--- config.mk ---
export PLATFORM = sky130hd
export DESIGN_NAME = mem_access_stage
export DESIGN_NICKNAME = d
export VERILOG_FILES = /design/src/rtl/mem_access_stage.sv
export SDC_FILE = /design/constraint.sdc
export NUM_CORES = 1
export LEC_CHECK = 0
export CAP_MARGIN = 20
export CORE_ASPECT_RATIO = 0.75
export CORE_MARGIN = 4
export CORE_UTILIZATION = 43
export DETAILED_ROUTE_END_ITERATION = 6
export PLACE_DENSITY = 0.75
export SKIP_CTS_REPAIR_TIMING = 1
export SYNTH_ARGS = -nofsm -noshare
export SYNTH_HDL_FRONTEND = slang
export SYNTH_SLANG_ARGS = --single-unit
--- constraint.sdc ---
create_clock -name CLOCK -period 4.1 [get_ports CLOCK]
set_input_delay 0.82 -clock CLOCK [delete_from_list [all_inputs] [get_ports CLOCK]]
set_output_delay 0.82 -clock CLOCK [all_outputs]
set_load 0.03 [all_outputs]
--- src/rtl/mem_access_stage.sv ---
// rtl/mem_access_stage.sv - MEM pipeline stage: data memory access, load formatting, store-buffer forwarding
// Loads fully covered by the one-entry store buffer complete in one cycle without touching memory.
module mem_access_stage #(
   parameter int unsigned TIMEOUT_CYCLES = 255
) (
   input  logic        CLOCK,
   input  logic        RESET,
   input  logic        MemRead_IN,
   input  logic        MemWrite_IN,
   input  logic [2:0]  MemOp_IN,
   input  logic [31:0] Address_IN,
   input  logic [31:0] StoreData_IN,
   input  logic        DMemReady_IN,
   input  logic [31:0] DMemRData_IN,
   output logic        DMemReq_OUT,
   output logic        DMemWE_OUT,
   output logic [29:0] DMemAddr_OUT,
   output logic [31:0] DMemWData_OUT,
   output logic [3:0]  DMemBE_OUT,
   output logic [31:0] WriteData_OUT,
   output logic [31:0] FWriteData_OUT,
   output logic        forward_OUT,
   output logic        STALL_OUT,
   output logic        AddrError_OUT,
   output logic        BusError_OUT
);

   typedef enum logic [1:0] {S_IDLE = 2'd0, S_ACCESS = 2'd1, S_DONE = 2'd2} state_t;

   localparam logic [7:0] CNT_LAST = 8'(TIMEOUT_CYCLES - 1);

   state_t      state_q;
   logic [7:0]  cnt_q;
   logic [31:0] capture_q;
   logic        berr_q;

   logic        sb_valid_q, sb_valid_d;
   logic [29:0] sb_waddr_q, sb_waddr_d;
   logic [31:0] sb_data_q,  sb_data_d;
   logic [3:0]  sb_be_q,    sb_be_d;

   logic [1:0]  size;
   logic [1:0]  off;
   logic        mem_op;
   logic        misaligned;
   logic        sb_hit;
   logic        start;
   logic        in_idle;
   logic        in_done;
   logic [3:0]  req_be;
   logic [31:0] lane_data;

   function automatic logic [31:0] fmt_load(input logic [31:0] w, input logic [1:0] lane,
                                             input logic [1:0] sz, input logic uns);
      logic [31:0] sh;
      sh = w >> {lane, 3'b000};
      case (sz)
         2'b00:   fmt_load = uns ? {24'h0, sh[7:0]}  : {{24{sh[7]}}, sh[7:0]};
         2'b01:   fmt_load = uns ? {16'h0, sh[15:0]} : {{16{sh[15]}}, sh[15:0]};
         default: fmt_load = w;
      endcase
   endfunction

   assign size    = MemOp_IN[1:0];
   assign off     = Address_IN[1:0];
   assign mem_op  = MemRead_IN | MemWrite_IN;
   assign in_idle = (state_q == S_IDLE);
   assign in_done = (state_q == S_DONE);

   // Size encoding 11 is treated as a word access.
   always_comb begin
      req_be     = 4'b1111;
      lane_data  = StoreData_IN;
      misaligned = 1'b0;
      case (size)
         2'b00: begin
            req_be    = 4'b0001 << off;
            lane_data = {4{StoreData_IN[7:0]}};
         end
         2'b01: begin
            req_be     = off[1] ? 4'b1100 : 4'b0011;
            lane_data  = {2{StoreData_IN[15:0]}};
            misaligned = off[0];
         end
         default: misaligned = (off != 2'b00);
      endcase
   end

   assign sb_hit = MemRead_IN & ~misaligned & sb_valid_q
                 & (sb_waddr_q == Address_IN[31:2])
                 & ((req_be & ~sb_be_q) == 4'b0000);
   assign start  = mem_op & ~misaligned & ~sb_hit;

   assign DMemReq_OUT    = ~RESET & (state_q == S_ACCESS);
   assign DMemWE_OUT     = DMemReq_OUT & MemWrite_IN;
   assign DMemAddr_OUT   = Address_IN[31:2];
   assign DMemWData_OUT  = lane_data;
   assign DMemBE_OUT     = req_be;
   assign STALL_OUT      = DMemReq_OUT | (in_idle & start);
   assign forward_OUT    = ~RESET & in_idle & sb_hit;
   assign AddrError_OUT  = ~RESET & in_idle & mem_op & misaligned;
   assign BusError_OUT   = ~RESET & in_done & berr_q;
   assign FWriteData_OUT = fmt_load(sb_data_q, off, size, MemOp_IN[2]);

   always_comb begin
      WriteData_OUT = Address_IN;
      if (in_done) begin
         if (berr_q)
            WriteData_OUT = 32'h0;
         else if (MemRead_IN)
            WriteData_OUT = fmt_load(capture_q, off, size, MemOp_IN[2]);
      end else if (in_idle && mem_op && misaligned) begin
         WriteData_OUT = 32'h0;
      end else if (in_idle && sb_hit) begin
         WriteData_OUT = FWriteData_OUT;
      end
   end

   // A completed store to the buffered word merges its bytes; any other word replaces the entry.
   always_comb begin
      sb_valid_d = sb_valid_q;
      sb_waddr_d = sb_waddr_q;
      sb_data_d  = sb_data_q;
      sb_be_d    = sb_be_q;
      if (in_done && MemWrite_IN && !berr_q) begin
         sb_valid_d = 1'b1;
         sb_waddr_d = Address_IN[31:2];
         if (sb_valid_q && (sb_waddr_q == Address_IN[31:2])) begin
            for (int i = 0; i < 4; i++) begin
               if (req_be[i])
                  sb_data_d[8*i +: 8] = lane_data[8*i +: 8];
            end
            sb_be_d = sb_be_q | req_be;
         end else begin
            sb_data_d = lane_data;
            sb_be_d   = req_be;
         end
      end
   end

   always_ff @(posedge CLOCK or posedge RESET) begin
      if (RESET) begin
         state_q    <= S_IDLE;
         cnt_q      <= 8'h0;
         capture_q  <= 32'h0;
         berr_q     <= 1'b0;
         sb_valid_q <= 1'b0;
         sb_waddr_q <= 30'h0;
         sb_data_q  <= 32'h0;
         sb_be_q    <= 4'h0;
      end else begin
         sb_valid_q <= sb_valid_d;
         sb_waddr_q <= sb_waddr_d;
         sb_data_q  <= sb_data_d;
         sb_be_q    <= sb_be_d;
         case (state_q)
            S_IDLE: begin
               if (start) begin
                  state_q <= S_ACCESS;
                  cnt_q   <= 8'h0;
                  berr_q  <= 1'b0;
               end
            end
            S_ACCESS: begin
               if (DMemReady_IN) begin
                  capture_q <= DMemRData_IN;
                  state_q   <= S_DONE;
               end else if (cnt_q == CNT_LAST) begin
                  berr_q  <= 1'b1;
                  state_q <= S_DONE;
               end else begin
                  cnt_q <= cnt_q + 8'h1;
               end
            end
            S_DONE:  state_q <= S_IDLE;
            default: state_q <= S_IDLE;
         endcase
      end
   end

endmodule

---- Yosys cells after proc, flatten, opt, wreduce, memory -nomap -nowiden ----
Index checks and enable logic that the tools add are counted.
storage, ports and cells
  output and inout bits ................... 136
  input bits .............................. 104
  logic and storage cells ................. 105
  register bits ........................... 110
operators by class
  reductions and logical operators ........ 20
  bitwise operators ....................... 23
  add/subtract/negate cells ............... 1
  muxes and demuxes ....................... 33
  eq/ne operators ......................... 14
  shifts and indexed selects .............. 3
operators with widths
  operator                                              count
  2-to-1 mux 32 bit                                     10
  one-hot mux 32 bit (2 select lines)                   3
  >> shifter 32 x 5 -> 16 bit                           2
  2-to-1 mux 8 bit                                      7
  equality test 30 bit                                  1
  one-hot mux 8 bit (2 select lines)                    1
  AND 1 bit                                             15
  != test 2 bit (second input constant)                 7
  AND reduction 2 bit                                   6
  adder 8 x 1 -> 8 bit (second input constant)          1
  equality test 8 bit (second input constant)           1
  2-to-1 mux 4 bit                                      2
  one-hot mux 4 bit (2 select lines)                    1
  AND reduction 4 bit                                   2
  logical AND 1 bit                                     6
  2-to-1 mux 2 bit                                      3
  AND 4 bit                                             1
  equality test 2 x 1 -> 1 bit (second input constant)  2
  zero test 2 bit                                       2
  zero test 4 bit                                       1
  inverter 4 bit                                        1
  OR 4 bit                                              1
  one-hot mux 1 bit (2 select lines)                    2
  one-hot mux 2 bit (2 select lines)                    1
  9 further kinds                                       15

---- Depth between registers and ports, before layout ----
  depth after elaboration ................. 11
  mapped depth ............................ 9
  mapped depth without buffers ............ 8

---- Least setup slack after synthesis ----
OpenSTA, ideal clock, no wires.
  path kind ............................... input to output
  from .................................... in RESET
  to ...................................... out forward_OUT
  buffers on the path ..................... 0
  data arrival time ....................... 3813 ps
  stages on the path ...................... 2
  slack ................................... -533 ps
  required time ........................... 3280 ps
  cells stage by stage .................... inv_1 -> and4_1
on the way
  longest elaborated chain between the ends .. 3
RTL lines
  item                    line  RTL
  start, declared         7     input logic RESET,
  inverter 1 bit          100   assign forward_OUT = ~RESET & in_idle & sb_hit;
  AND 1 bit (2 in a row)  100
  end, declared           22    output logic forward_OUT,
Every way passes these cells.

---- Worst setup path in the final report ----
  from .................................... in Address_IN[31]
  to ...................................... out WriteData_OUT[9]
on the way
  longest elaborated chain between the ends .. 7
RTL lines
  item                  line  RTL
  start, declared       11    input logic [31:0] Address_IN,
  equality test 30 bit  90    & (sb_waddr_q == Address_IN[31:2])
  AND 1 bit             90
  AND 1 bit             91    & ((req_be & ~sb_be_q) == 4'b0000);
  logical AND 1 bit     114   end else if (in_idle && sb_hit) begin
  2-to-1 mux 32 bit     114
  2-to-1 mux 32 bit     112   end else if (in_idle && mem_op && misaligned) begin
  2-to-1 mux 32 bit     107   if (in_done) begin
  end, declared         20    output logic [31:0] WriteData_OUT,
Every way passes these cells.

==> summary.md <==
| Metric | Value |
|---|---|
| Outcome | completed |
| Num rows | 42 |
| Avg WL per Cell | approximately 22 um |
| Total chip power | between 6000 and 7000 uW |
| Starting Density | around 44% |
| Clk buf depth | 2 |
| Final Wtd Congestion | between 0.9 and 1 |
| Post-DR vias/cell | between 5 and 6 |
| EDFF count, synth | 0 |
| Mapped cell area | 0.00772 mm^2 |
| Root Driver | clkbuf_16 |
| Fin crit period | just over 4000 ps |
| Fin crit share | 98.6% |
| Worst r2r path cells | 6 |
| Via count | between 7,000 and 8,000 |
| CP startpoint | Address_IN[31] |
| Finished Layout Cells | 1,346 |
| Dpl hpwl | 22.8 mm |
| Syn Area/Cell | 9.03 um^2 |
| CP max FO | 14 |
| Reg clk slew, reported paths | 80 ps |
| Die area | slightly above 0.02 mm^2 |
| Global-route wire length before repair | ~44 mm |
| Startpoint Class | input pin |
| Number of remaining DRC errors | 0 |
| Fmax | ~0.25 GHz |
| Final slew viol count | 0 |
| Number of distinct library cells after synthesis | between 50 and 60 |
| Core area | approximately 0.018 mm^2 |
| Maximum vdd drop | 0.278 mV |
| Count of state elements after synthesis | 110 |
| Nets@finish | about 1,200 |
| H-tree depth | 3 |
| Ys async rst share | 100% |
| Port bufs | 239 |
| Mapped Nets | ~960 |
| Worst Hold Launch | sb_waddr_q[25] |
| Share of the synthesized area in the top cell type | 35.6% |
| Pwr Density | 542 mW/mm^2 |
| Max-cap violations | 0 |
| Diodes inserted | 0 |
| Cell total after placement | between 1,000 and 1,500 |
| Seq/Total Area, Yosys | between 30% and 40% |
| Commonest cells post-synth | 121 x nand2_1, 110 x dfrtp_1, 50 x mux2_2, 46 x inv_1, 45 x a21oi_1 |
| Largest net degree at the start of global routing | 62 |
| Leading area contributor after synthesis | dfrtp_1 |
| GR Util All Layers | between 20% and 30% |
| Vias in the first global route | about 7,500 |
| Height of the chip | between 100 and 150 um |
| Hold Slack | 500 ps |
| Clk Latency, worst-skew pair | 350 ps |
| Final setup vio count | 0 |
| Final hold violations | 0 |
| Top-count cell post-synth | nand2_1 |
| R2r setup slk | 1630 ps |
| Crit. End Element | output port |
| Post-route ant nets | 0 |
| Synth-to-layout area growth | 45.0% |
| Clock sinks | 110 |
| Clock Skew | around 9 ps |
| Leak pwr | 0.00501 uW |
| CTS tree | yes |
| Routed WL | between 20 and 30 mm |
| Yosys Warn Count | 0 |
| Crit path required time | 3280 ps |
| Post-Synthesis Cells | between 800 and 900 |
| Top-level port count | between 200 and 250 |
| Global route overflow | 0 |
| Least-Margin Pin Slew | between 800 and 900 ps |
| Worst min path class | flop to flop |
| Iteration-0 DRC Markers | 923 |
| Post-synth top flop | dfrtp_1 |
| Setup CP Type | input pin to output port |
| Layout cell share with drive strength beyond 1 | between 20 and 30% |
| Cell types occupying the most area after synthesis | dfrtp_1 36%, mux2_2 7.3%, nand2_1 5.9%, mux2_1 5.0%, mux2i_1 4.9% |
| Hold depth | 2 |
| R2r startpoint | sb_waddr_q[23] |
| Rel. slew slack | between 40% and 50% |
| Die W | around 160 um |
| Drt first pass iters | 7 |
| WP data arrival | around 3200 ps |
| TritonCTS buffer count | 9 |
| Initial antenna violation count | 1 |
==> state kept, by name, indices dropped and copies added (netlist names) <==
register    flops
berr_q          1
capture_q      32
cnt_q           8
sb_be_q         4
sb_data_q      32
sb_valid_q      1
sb_waddr_q     30
state_q         2
==> power by group <==
part	switching, uW	internal, uW	leakage, uW
sequential	527	1580	0.00135
combinational	1610	1430	0.00352
clock	430	479	0.000147
total	2570	3500	0.00501
==> cells by family after synthesis <==
| kind of cell | after synthesis | synth area share [%] |
|---|---|---|
| xor gates and xnor gates | 30 | 3.40 |
| muxes | 124 | 17.8 |
| and+or+nand+nor | 253 | 15.7 |
| AOI/OAI and AO/OA | 197 | 17.9 |
| buffers and inverters | 139 | 9.36 |
| adders and majority gates | 2 | 0.324 |
| DFF | 110 | 35.6 |
==> critical path, cell delays in order <==
cell and delay (ps):
clkdlybuf4s50_1 550, xnor2_2 140, nand4_1 210, nor4_2 320, buf_4 170, nand4_1 140
buf_6 220, mux2i_1 130, o21ai_1 230, buf_4 160, buf_12 110
==> metal layers <==
| layer | part of all wire [%] | vias to the layer above | GRT usage (%) |
|---|---|---|---|
| met2 | 43 | 441 | 42.5 |
| li1 | - | 3516 | - |
| met3 | 9.9 | 63 | 6.81 |
| met1 | 43 | 3651 | 40.6 |
| met5 | 0.045 | - | 0 |
| met4 | 3.7 | 2 | 10.2 |
==> metrics by stage <==
step                      util [%]  TNS [ps]  area [um^2]  setup WS (ps)
after CTS                     62.7     -1230        11100           -107
after floorplan                  -         0         7730            235
after detailed placement      61.1     -1080        10800           -104
after global placement        61.1      -101        10800          -30.5
after global routing          63.4     -14.2        11200          -14.2
final                         63.4         0        11200           59.2
==> worst paths after layout <==
path,endpoint
worst min register to register,sb_waddr_q[25]
worst max register to register,sb_data_q[21]
worst max-delay path,WriteData_OUT[9]
max in group asynchronous,sb_waddr_q[11]
min in group asynchronous,sb_be_q[0]
worst min-delay path,sb_waddr_q[25]
==> final cells by class <==
class	count	area, um^2
multi-input cells	606	4330
flip-flops and latches	110	2750
clock buffers	9	225
well taps	242	303
inverters	47	180
clock inverters	6	70.1
repair buffers	326	3340
fillers	1477	6460
==> cells in the final DEF, fill, tap and decap left out, types with 9 or more instances in the layout <==
cell             Yosys  routed
a21oi_1             45      45
a22o_1              12      12
buf_12               0      37
buf_4               43     122
clkbuf_16            0       9
clkdlybuf4s50_1      0     160
dfrtp_1            110     110
inv_1               46      45
mux2_1              34      34
mux2_2              50      50
mux2i_1             38      38
nand2_1            121     121
nand3_1             22      22
nand4_1             18      18
nor2_1              41      41
nor2b_1              9       9
o21ai_0             42      41
o21ai_1             11      12
o221ai_1            13      13
o221ai_2            11      11
o22ai_1             23      23
xnor2_1             30      22
Note: power is estimated with default switching activity, not from simulation.
